==> src/rtl/nes_bus_pkg.sv <==
// rtl/nes_bus_pkg.sv - shared arbiter FSM states and idle-bus constants
package nes_bus_pkg;

   typedef enum logic [1:0] {
      IDLE     = 2'd0,
      OWNED    = 2'd1,
      HANDOVER = 2'd2
   } arb_state_e;

   // Idle bus: address and data all zero, read/not-write high
   localparam logic IDLE_BUS_FILL = 1'b0;
   localparam logic IDLE_BUS_R_NW = 1'b1;

endpackage

==> src/rtl/cpu_bus_arb_wait_ctr.sv <==
// rtl/cpu_bus_arb_wait_ctr.sv - saturating per-master wait counter for starvation detection
module cpu_bus_arb_wait_ctr #(
   parameter int MAX_WAIT = 255
) (
   input  logic clk_in,
   input  logic rst_in,
   input  logic req_in,
   input  logic gnt_in,
   output logic starve_out
);

   localparam int CW = (MAX_WAIT > 1) ? $clog2(MAX_WAIT + 1) : 1;

   logic [CW-1:0] cnt_q, cnt_d;

   always_ff @(posedge clk_in or posedge rst_in) begin
      if (rst_in) cnt_q <= '0;
      else        cnt_q <= cnt_d;
   end

   always_comb begin
      cnt_d = cnt_q;
      if (!req_in || gnt_in)            cnt_d = '0;
      else if (cnt_q != CW'(MAX_WAIT))  cnt_d = cnt_q + 1'b1;
   end

   assign starve_out = (cnt_q == CW'(MAX_WAIT));

endmodule

==> src/rtl/cpu_bus_arb.sv <==
// rtl/cpu_bus_arb.sv - fixed-priority non-preemptive bus arbiter with 1-cycle handover
// Define CPU_BUS_ARB_STARVE_EN to add per-master starvation counters that override priority.
module cpu_bus_arb
   import nes_bus_pkg::*;
#(
   parameter int NUM_MASTERS = 3,
   parameter int ADDR_W      = 16,
   parameter int DATA_W      = 8,
   parameter int MAX_WAIT    = 255
) (
   input  logic                          clk_in,
   input  logic                          rst_in,
   input  logic [NUM_MASTERS-1:0]        req_in,
   input  logic [NUM_MASTERS*ADDR_W-1:0] a_in,
   input  logic [NUM_MASTERS*DATA_W-1:0] d_in,
   input  logic [NUM_MASTERS-1:0]        r_nw_in,
   input  logic [DATA_W-1:0]             bus_d_in,
   output logic [NUM_MASTERS-1:0]        gnt_out,
   output logic [ADDR_W-1:0]             bus_a_out,
   output logic [DATA_W-1:0]             bus_d_out,
   output logic                          bus_r_nw_out,
   output logic [DATA_W-1:0]             rd_d_out,
   output logic [NUM_MASTERS-1:0]        starve_out
);

   localparam int OW = (NUM_MASTERS > 1) ? $clog2(NUM_MASTERS) : 1;

   arb_state_e              state_q, state_d;
   logic [OW-1:0]           owner_q, owner_d;
   logic [DATA_W-1:0]       rd_q, rd_d;
   logic [NUM_MASTERS-1:0]  starve;
   logic [NUM_MASTERS-1:0]  elig;
   logic [OW-1:0]           winner;

   always_ff @(posedge clk_in or posedge rst_in) begin
      if (rst_in) begin
         state_q <= IDLE;
         owner_q <= '0;
         rd_q    <= '0;
      end else begin
         state_q <= state_d;
         owner_q <= owner_d;
         rd_q    <= rd_d;
      end
   end

   // Starved requesters, if any, shadow everyone else; lowest index wins within the set
   always_comb begin
      elig = req_in;
      if (|(req_in & starve)) elig = req_in & starve;
      winner = '0;
      for (int i = NUM_MASTERS - 1; i >= 0; i--) begin
         if (elig[i]) winner = OW'(i);
      end
   end

   always_comb begin
      state_d = state_q;
      owner_d = owner_q;
      unique case (state_q)
         IDLE: begin
            if (|req_in) begin
               state_d = OWNED;
               owner_d = winner;
            end
         end
         OWNED:    if (!req_in[owner_q]) state_d = HANDOVER;
         HANDOVER: state_d = IDLE;
         default:  state_d = IDLE;
      endcase
   end

   always_comb begin
      gnt_out      = '0;
      bus_a_out    = {ADDR_W{IDLE_BUS_FILL}};
      bus_d_out    = {DATA_W{IDLE_BUS_FILL}};
      bus_r_nw_out = IDLE_BUS_R_NW;
      if (state_q == OWNED) begin
         for (int i = 0; i < NUM_MASTERS; i++) begin
            if (owner_q == OW'(i)) begin
               gnt_out[i]   = 1'b1;
               bus_a_out    = a_in[i*ADDR_W +: ADDR_W];
               bus_d_out    = d_in[i*DATA_W +: DATA_W];
               bus_r_nw_out = r_nw_in[i];
            end
         end
      end
   end

   always_comb begin
      rd_d = rd_q;
      if (state_q == OWNED && bus_r_nw_out) rd_d = bus_d_in;
   end

   assign rd_d_out = rd_q;

`ifdef CPU_BUS_ARB_STARVE_EN
   logic [NUM_MASTERS-1:0] grant_now;

   // Counters clear on the arbitration edge itself, so starve drops as the grant appears
   always_comb begin
      grant_now = gnt_out;
      if (state_q == IDLE && |req_in) grant_now[winner] = 1'b1;
   end

   for (genvar g = 0; g < NUM_MASTERS; g++) begin : g_wait
      cpu_bus_arb_wait_ctr #(
         .MAX_WAIT (MAX_WAIT)
      ) u_wait_ctr (
         .clk_in     (clk_in),
         .rst_in     (rst_in),
         .req_in     (req_in[g]),
         .gnt_in     (grant_now[g]),
         .starve_out (starve[g])
      );
   end
`else
   assign starve = '0;
`endif

   assign starve_out = starve;

endmodule

==> config.mk <==
export PLATFORM = sky130hd
export DESIGN_NAME = cpu_bus_arb
export DESIGN_NICKNAME = d
export VERILOG_FILES = /design/src/rtl/nes_bus_pkg.sv /design/src/rtl/cpu_bus_arb_wait_ctr.sv /design/src/rtl/cpu_bus_arb.sv
export SDC_FILE = /design/constraint.sdc
export NUM_CORES = 1
export LEC_CHECK = 0
export ABC_CLOCK_PERIOD_IN_PS = 1800
export BUFFER_PORTS_ARGS = -buffer_cell sky130_fd_sc_hd__buf_4
export CORE_UTILIZATION = 37
export CTS_BUF_LIST = sky130_fd_sc_hd__clkbuf_2 sky130_fd_sc_hd__clkbuf_4 sky130_fd_sc_hd__clkbuf_8
export DETAILED_ROUTE_END_ITERATION = 16
export PLACE_DENSITY = 0.95
export SLEW_MARGIN = 20
export SYNTH_ARGS = -nofsm -noshare
export SYNTH_HDL_FRONTEND = slang
export SYNTH_SLANG_ARGS = --single-unit
==> constraint.sdc <==
create_clock -name clk_in -period 1.8 [get_ports clk_in]
set_input_delay 0.09 -clock clk_in [delete_from_list [all_inputs] [get_ports clk_in]]
set_output_delay 0.09 -clock clk_in [all_outputs]
set_load 0.02 [all_outputs]
# After elaboration in Yosys (flattened, before gate mapping)
# Cells that the tools add are included.
dict set report op_classes {
  n_reduce_logical 6
  eq_ne 5
  n_mux 24
  magnitude_cmp 1
}
# op count
set op_table {}
lappend op_table {{2-to-1 mux 16 bit} 4}
lappend op_table {{2-to-1 mux 8 bit} 4}
lappend op_table {{2-to-1 mux 2 bit} 5}
lappend op_table {{2-to-1 mux 1 bit} 8}
lappend op_table {{equality test 2 x 1 -> 1 bit (second input constant)} 2}
lappend op_table {{zero test 2 bit} 2}
lappend op_table {{inequality test 2 bit (second input constant)} 2}
lappend op_table {{one-hot mux 2 bit (2 select lines)} 1}
lappend op_table {{AND reduction 2 bit} 2}
lappend op_table {{less-than comparator 2 x 3 -> 1 bit (second input constant)} 1}
lappend op_table {{2-to-1 mux 3 bit} 1}
lappend op_table {{OR reduction 3 bit} 1}
lappend op_table {{binary-select mux 1 bit (select 2 bit)} 1}
lappend op_table {{equality test 2 bit (second input constant)} 1}
lappend op_table {{logical AND 1 bit} 1}
dict set report totals {
  register_bits 12
  out_inout_bits 39
  wordCells 39
}

# Longest topological paths before layout
# Gate-level depths: netlist of run 1.
dict set report logic_depth {
  word_depth 6
  mapped_depth 5
  mapped_depth_nobuf 3
}

# Worst setup path before layout of run 1
# No wires, ideal clock.
dict set report synth_timing {
  path_type {flip-flop to output port}
  start {register owner_q[0]}
  end {output bus_a_out[0]}
  path_slack_ps 263
  n_path_buf 2
  required_ps 1710
  arrival_ps 1447
  path_stages_with_launch 6
  path_cell_list {dfrtp_1 buf_4 buf_6 mux2i_1 or2_2 a21oi_1}
}
dict set report synth_between {
  elab_chain_cells 5
  word_cells_on_any_way 7
  cone_classes {2 x eq/ne; 4 x mux; 1 x reduce/logical}
}
# element line
set synth_rtl {}
lappend synth_rtl {{start, declared} cpu_bus_arb.sv:29} ;# logic [OW-1:0] owner_q, owner_d;
lappend synth_rtl {{start signal, assigned} cpu_bus_arb.sv:42} ;# owner_q <= owner_d;
lappend synth_rtl {{zero test 2 bit} cpu_bus_arb.sv:80} ;# if (owner_q == OW'(i)) begin
lappend synth_rtl {{2-to-1 mux 16 bit (2 in series)} cpu_bus_arb.sv:80}
lappend synth_rtl {{2-to-1 mux 16 bit *} cpu_bus_arb.sv:80}
lappend synth_rtl {{2-to-1 mux 16 bit *} cpu_bus_arb.sv:78} ;# if (state_q == OWNED) begin
lappend synth_rtl {{end, declared} cpu_bus_arb.sv:19} ;# output logic [ADDR_W-1:0] bus_a_out,
# Every way passes the cells marked *; elsewhere a longest branch is shown, timed or not.

# Final worst setup path of run 1
# Same ends and word-level chain as after synthesis.

==> run summary, run 1 <==
The flow ran to the end, and the final reports show no timing, DRC or antenna violations. The portion of netlist area occupied by mux cells came out at 28.1%. The CTS buffer count came out at 3. Summing all flip-flop and latch instances after layout gives 300 µm². The maximum vdd drop is 0.961 mV. STA classifies the critical path startpoint as a flop. The signed area change from the synthesized netlist to the final layout is 83.3%. The distinct cell type count of the synthesized netlist is 25. TritonCTS built the clock tree.

By area, the combinational part of the netlist is dominated by multiplexers. In the final layout, the share of cells above drive strength 1 is 61.0%. The maximum fanout along the worst path came out at 11. The leakage power is 1.16 nW. The count of port buffers added during placement is 123. In the routed design, unresolved DRC markers number 0. The detailed router finished its first iteration with 77 violations. A synthesized cell averages 7.92 µm².

The count of fill cells added during filler insertion came out at 259. After detailed routing, the number of vias per cell comes to 4.79. The final layout net count is 371.

The post-synthesis compound-gate area fraction is 15.3%. Global routing used 21.7% of the available tracks. The overflow left after global routing is 0. The area of the multi-input gates came out at 866 µm². The worst hold path class is in2reg. For this run, the leading register cell type out of synthesis is sky130_fd_sc_hd__dfrtp_1. The number of maximum-capacitance violations came out at 0.

The count of boundary I/O pins is 127. The later pin in the worst-skew pair is clocked with a latency of 0.27 ns. Setup violations remaining at the end of the flow were counted as 0.

The number of diodes is 0. The y dimension of the die is 60.2 µm. After detailed routing, the average wire length per cell comes to 12.9 µm. Setup repair after global routing could not meet its margin everywhere. The register bit total from synthesis is 12. The total number of H-tree levels came out at 1. After synthesis the cells add up to 1250 µm². The simple logic cell fraction of the synthesized area came out at 24.3%. STA puts the critical path data required time at 1.71 ns. The via count of the first global-routing pass came to 1,408. The site row count came out at 20. The final-layout worst hold slack came out at 0.0129 ns.

The worst endpoint data arrival time came out at 1.63 ns. Summed over all layers, the routed wires come to 4.20 mm. After synthesis, flip-flops and latches occupy 24.0% of the total area. The highest clock rate came out at 581 MHz. The clock transition at the register clock pins on the worst setup and hold paths after CTS came out at 0.07 ns. The tree built by TritonCTS fans out to 12 sinks. The count of flip-flops with a built-in enable after synthesis is 0. The post-synthesis async set-or-reset flop share is 100%. The maximum number of pins on one net before global-route repair came out at 25. The global placer's final weighted congestion came out at 0.744. The count of pins over their slew limit is 0. The count of mapped cells out of synthesis is 158. The fraction of the mapped netlist area in adder cells is 0%.

The floorplan die width came out at 60.2 µm. The maximum clock skew at final layout came out at 0.00282 ns. Summing the areas of all xor and xnor instances in the mapped netlist gives 0% of the synthesized area. The final count of hold timing violations is 0. The critical path capture point type is a primary output. The total vias in the final route came out at 1,562. The smallest clock period supported by the final layout is computed as 1.72 ns.

The first global-routing pass estimated 5.93 mm of wire. For this configuration, the core starts out at a cell density of 40.0%. The ratio of final minimum period to clock period came out at 95.7%. The initial antenna violation count came to 0. The remaining antenna violation count is 0. The worst setup path is of the reg2out kind. Dividing total power by cell area gives a power density of 1430 nW/µm². The utilization after layout came out at 73.3%. The cell chosen for the clock root is sky130_fd_sc_hd__clkbuf_4. The floorplan step defined a die boundary enclosing 3620 µm². The final HPWL from detailed placement came out at 3.40 mm.

Yosys printed 0 warnings. The placeable core area came out at 3130 µm². The largest buffer count on any clock path is 2. The first detailed-routing pass took 4 iterations.
-- stage by stage --
stage | power [W] | std cells | setup WS [ns] | cell area, µm² | TNS, ns
after CTS | 0.00326 | 325 | 0.00311 | 2270 | 0
after global placement | 0.00297 | 320 | 0.222 | 2220 | 0
final | 0.00328 | 326 | 0.0775 | 2290 | 0
after floorplan | 0.00208 | 160 | 0.263 | 1260 | 0
after global routing | 0.00350 | 326 | -0.00481 | 2290 | -0.00767
after detailed placement | 0.00304 | 320 | 0.140 | 2220 | 0
-- critical path, cell delays in order, from the launching register on --
cell and delay, ns:
sky130_fd_sc_hd__dfrtp_1 0.42, sky130_fd_sc_hd__buf_4 0.22, sky130_fd_sc_hd__mux2i_1 0.13, sky130_fd_sc_hd__or2_2 0.28
sky130_fd_sc_hd__a21oi_1 0.14, sky130_fd_sc_hd__buf_4 0.16
-- layout make-up --
type | instances | share of cell area, %
clock buffers | 4 | 1.58
well taps | 44 | 2.40
inverters | 3 | 0.491
flip-flops and latches | 12 | 13.1
multi-input cells | 130 | 37.8
repair buffers | 133 | 44.7
-- per-layer routing --
metal	GRT usage [%]	wire length, µm	vias up
met5	0	0	-
met4	7.64	74	0
met3	2.60	318	8
met2	43.3	2230	72
met1	22.4	1580	701
li1	-	-	781
-- cells by family after synthesis --
group	after synthesis
AND/OR/NAND/NOR	59
AO/OA/AOI/OAI	34
multiplexers	34
buffers and inverters	18
flip-flops	12
other	1
-- cell usage in the layout, fill, tap and decap left out --
master / synthesis / final
sky130_fd_sc_hd__conb_1: 1 / 3
sky130_fd_sc_hd__mux2i_1: 25 / 25
sky130_fd_sc_hd__a21oi_1: 27 / 27
sky130_fd_sc_hd__a211oi_1: 1 / 1
sky130_fd_sc_hd__buf_6: 2 / 1
sky130_fd_sc_hd__and2_1: 1 / 1
sky130_fd_sc_hd__clkbuf_8: 0 / 1
sky130_fd_sc_hd__buf_4: 4 / 129
sky130_fd_sc_hd__inv_1: 3 / 3
sky130_fd_sc_hd__o211ai_2: 1 / 1
sky130_fd_sc_hd__o21bai_1: 1 / 1
sky130_fd_sc_hd__nand2_1: 25 / 25
sky130_fd_sc_hd__nor2b_1: 2 / 1
sky130_fd_sc_hd__dlygate4sd3_1: 0 / 1
sky130_fd_sc_hd__clkbuf_4: 0 / 3
sky130_fd_sc_hd__dfrtp_1: 12 / 12
sky130_fd_sc_hd__buf_12: 0 / 1
sky130_fd_sc_hd__nor2_1: 2 / 2
sky130_fd_sc_hd__nor2b_4: 0 / 1
sky130_fd_sc_hd__nor3b_1: 1 / 1
sky130_fd_sc_hd__mux2_2: 9 / 9
sky130_fd_sc_hd__or3b_1: 1 / 1
sky130_fd_sc_hd__or2_2: 25 / 25
sky130_fd_sc_hd__nand2b_1: 1 / 1
sky130_fd_sc_hd__buf_8: 0 / 1
sky130_fd_sc_hd__o32ai_1: 1 / 1
sky130_fd_sc_hd__a32o_1: 1 / 1
sky130_fd_sc_hd__o21ai_0: 2 / 2
sky130_fd_sc_hd__nor3_1: 1 / 1
-- final timing paths --
check | startpoint | end | slack, ns | cells after the start
max | owner_q[0] | bus_a_out[0] | 0.08 | 5
max in group asynchronous | rst_in | rd_d_out[6] | 1.12 | 3
min in group asynchronous | rst_in | state_q[1] | 0.37 | 3
min | req_in[2] | state_q[1] | 0.01 | 2
max reg2reg | owner_q[0] | rd_d_out[2] | 0.12 | 3
min reg2reg | rd_d_out[5] | rd_d_out[5] | 0.51 | 1
-- report_power, final --
part	switching [W]	internal [W]	total [W]
sequential	0.0000855	0.000404	0.000489
combinational	0.00132	0.00126	0.00258
clock	0.0000903	0.000123	0.000213
total	0.00150	0.00178	0.00328
-- flip-flops by register name, indices dropped and copies added, names as in the netlist --
register and flops:
rd_d_out 8, state_q 2, owner_q 2
-- synthesized netlist by cell type, types with 2 or more instances --
| library cell | count | area, µm² |
|---|---|---|
| sky130_fd_sc_hd__mux2i_1 | 25 | 250 |
| sky130_fd_sc_hd__nor2_1 | 2 | 7.51 |
| sky130_fd_sc_hd__dfrtp_1 | 12 | 300 |
| sky130_fd_sc_hd__inv_1 | 3 | 11.3 |
| sky130_fd_sc_hd__mux2_2 | 9 | 101 |
| sky130_fd_sc_hd__a21oi_1 | 27 | 135 |
| sky130_fd_sc_hd__or2_2 | 25 | 156 |
| sky130_fd_sc_hd__buf_4 | 4 | 30.0 |
| sky130_fd_sc_hd__buf_2 | 2 | 10.0 |
| sky130_fd_sc_hd__clkbuf_1 | 7 | 26.3 |
| sky130_fd_sc_hd__o21ai_0 | 2 | 10.0 |
| sky130_fd_sc_hd__nand2_1 | 25 | 93.8 |
| sky130_fd_sc_hd__nor2b_1 | 2 | 12.5 |
| sky130_fd_sc_hd__buf_6 | 2 | 22.5 |
-- timing repair --
action | in CTS | in global routing
hold buffers | 1 | 0
gates resized for setup | 1 | 3
hold endpoints to repair | 12 | 0
setup endpoints to repair | 2 | 24
buffers inserted | 0 | 1
Note: power is estimated with default switching activity, not from simulation.
==> run 2, diff against run 1 <==
Settings changed: ABC_CLOCK_PERIOD_IN_PS 1800 to 1400, CORE_MARGIN set to 2, CORE_UTILIZATION 37 to 33, PLACE_DENSITY 0.95 to 0.9.
Clock period 1.8 ns to 1.4 ns, I/O delays scaled along.
==> run summary, run 2 (same netlist as run 1, synthesis figures left out) <==
Tracing the worst setup path back leads to its startpoint at owner_q[0]. Dividing total power by cell area gives a power density of 2030 nW/µm². The flow ran to the end, but the final reports show violations. The count of boundary I/O pins is 127.

The CTS tree is yes. The sequential cell area came out at 302 µm². STA classifies the critical path startpoint as a flop. The setup slack of the worst register-to-register path came out at -0.28 ns.

The worst path buffer plus inverter count came out at 2. The count of pins over their slew limit is 0. The worst-path cell with the longest stage delay is sky130_fd_sc_hd__dfrtp_2. The final worst setup slack came out at -0.279 ns. In this run the critical register-to-register path is launched from owner_q[0]. The post-route minimum period is 1.68 ns. The final-layout worst hold slack is 0.0293 ns. Cells fill 79.3% of the core in the end.

In the finished design, the share of the clock period the worst path needs comes to 120%. The maximum clock skew at final layout is 0.000834 ns. The detailed-route DRC error count is 0. The final layout net count came out at 386.

Grouping stages by cell kind, the critical path spends the most delay in multiplexers. The first global-routing pass estimated 7.40 mm of wire. The critical setup path kind is reg2reg.

Leaving out fill and tap cells, the most frequent cells in the layout are sky130_fd_sc_hd__buf_4, sky130_fd_sc_hd__buf_6, sky130_fd_sc_hd__mux2i_1. For this block, the routed nets add up to 5.02 mm of wire. The clock latency on the worst-skew pair came out at 0.24 ns. The worst endpoint data arrival time came out at 1.81 ns. The count of fill cells added during filler insertion is 236.

For this design, the sink count on the clock tree is 12. The via count of the first global-routing pass is 1,652. In the routed layout, each cell is associated on average with a via count of 4.81.

The final HPWL from detailed placement is 3.56 mm. The first-pass iteration count of the detailed router came out at 4. The number of diodes is 0. The CTS buffer count came out at 3. The overflow left after global routing came out at 0. The required time at the worst-slack endpoint is 1.53 ns. The stage delay of the slowest cell on the critical path came out at 0.46 ns.

The final count of hold timing violations came out at 0. The placeable core area is 3660 µm². The signed area change from the synthesized netlist to the final layout is 132%. The proportion of layout cells with a drive suffix above 1 is 76.8%. Clock tree synthesis selected as its root buffer the cell sky130_fd_sc_hd__clkbuf_8. The detail-routed net length per standard cell is 14.6 µm.

The most numerous cell type found on the critical path is sky130_fd_sc_hd__mux2_4. Excluding fillers, the count of instances in the completed layout stands at 345. The global placer's final weighted congestion came out at 0.765. The final setup violation count is 36. Clock-pin slew was measured on the worst setup and hold paths at 0.05 ns.

The highest clock rate is 596 MHz. The signal on the critical path passes through buf_6, mux2_4, o211ai_4, buf_12, mux2_4. In this run the number of H-tree levels came out at 1. STA classifies the critical path endpoint as a flop.

The area of the multi-input gates is 1190 µm². The largest buffer count on any clock path is 2. The summed negative setup slack over all endpoints came out at -8.38 ns. Setup repair after global routing could not meet its margin everywhere. The total power of the final layout is 0.00590 W.

The initial utilization of the core area, before any placement, comes to 34.2%. The maximum number of pins on one net before global-route repair came out at 23. Including well taps, the total number of placed cells is 330. Input and output buffers added on the ports amount to 123. The final reports fail on negative setup slack. In this run the static leakage power is 1.39 nW. The floorplan die width is 65.6 µm. The initial antenna violation count came out at 0. The total die area is 4300 µm². The library cell used most frequently in the layout, excluding fill and tap cells, is sky130_fd_sc_hd__buf_4. The site row count is 22. The startpoint identified for the worst hold timing path is req_in[2]. The flip-flop count of the largest register after layout is 8.

The number of maximum-capacitance violations is 0. The overall fraction of global-route tracks in use is 22.1%. The worst hold path class is in2reg. The y dimension of the die came out at 65.6 µm. The detail route stage leaves a number of antenna-violating nets equal to 0.

The detailed router finished its first iteration with 28 violations. The maximum vdd drop came out at 1.42 mV. In this run the worst path has a maximum fanout of 8. Detailed routing inserted a total of 1,660 vias.
## run 2: cell count changes in the layout (fill, tap and decap cells not counted), moves of 12 or more
cell                      change
sky130_fd_sc_hd__a21oi_4     +12
sky130_fd_sc_hd__buf_6       +28
sky130_fd_sc_hd__buf_4       -18
sky130_fd_sc_hd__a21oi_1     -20
sky130_fd_sc_hd__nand2_1     -12
## run 2: layout make-up
type / count / area share (%)
clock buffer: 4 / 1.90
inverter: 3 / 0.388
sequential: 12 / 10.4
tap: 48 / 2.07
multi-input combinational: 130 / 41.0
timing repair buffer: 148 / 44.2
## run 2: stage by stage
step / area (µm²) / setup slack, ns
global route: 2900 / -0.349
detailed placement: 2460 / -0.169
CTS: 2790 / -0.277
floorplan: 1430 / -0.0611
global placement: 2460 / -0.122
finish: 2900 / -0.279
## run 2: worst register-to-register path, stage by stage, from the launching register on
cell	delay, ns
sky130_fd_sc_hd__dfrtp_2	0.46
sky130_fd_sc_hd__buf_6	0.14
sky130_fd_sc_hd__mux2_4	0.31
sky130_fd_sc_hd__o211ai_4	0.18
sky130_fd_sc_hd__buf_12	0.16
sky130_fd_sc_hd__mux2_4	0.30
## run 2: worst paths after layout
check | cells after the start | endpoint
setup / recovery | 5 | rd_d_out[7]
hold / removal | 2 | state_q[1]
setup reg to reg | 5 | rd_d_out[7]
hold reg to reg | 1 | rd_d_out[5]
max in group asynchronous | 3 | owner_q[0]
min in group asynchronous | 3 | owner_q[1]
## run 2: power breakdown
| group | internal, W | switching, W |
|---|---|---|
| Combinational | 0.00255 | 0.00233 |
| Sequential | 0.000523 | 0.000123 |
| Clock | 0.000248 | 0.000128 |
## run 2: routing by layer
layer / GRT usage (%) / part of all wire [%]
met1: 23.3 / 35
met2: 41.3 / 55
met3: 5.48 / 8.9
met4: 9.11 / 1.8
met5: 0 / 0
## run 2: repair_timing
| item | CTS | global route |
|---|---|---|
| pin swaps | 10 | 4 |
| gates resized for setup | 41 | 43 |
| hold buffers | 1 | 0 |
| gates cloned | 4 | 0 |
| setup endpoints to repair | 36 | 38 |
| setup buffers | 6 | 2 |
| endpoints found under the hold margin | 12 | 0 |
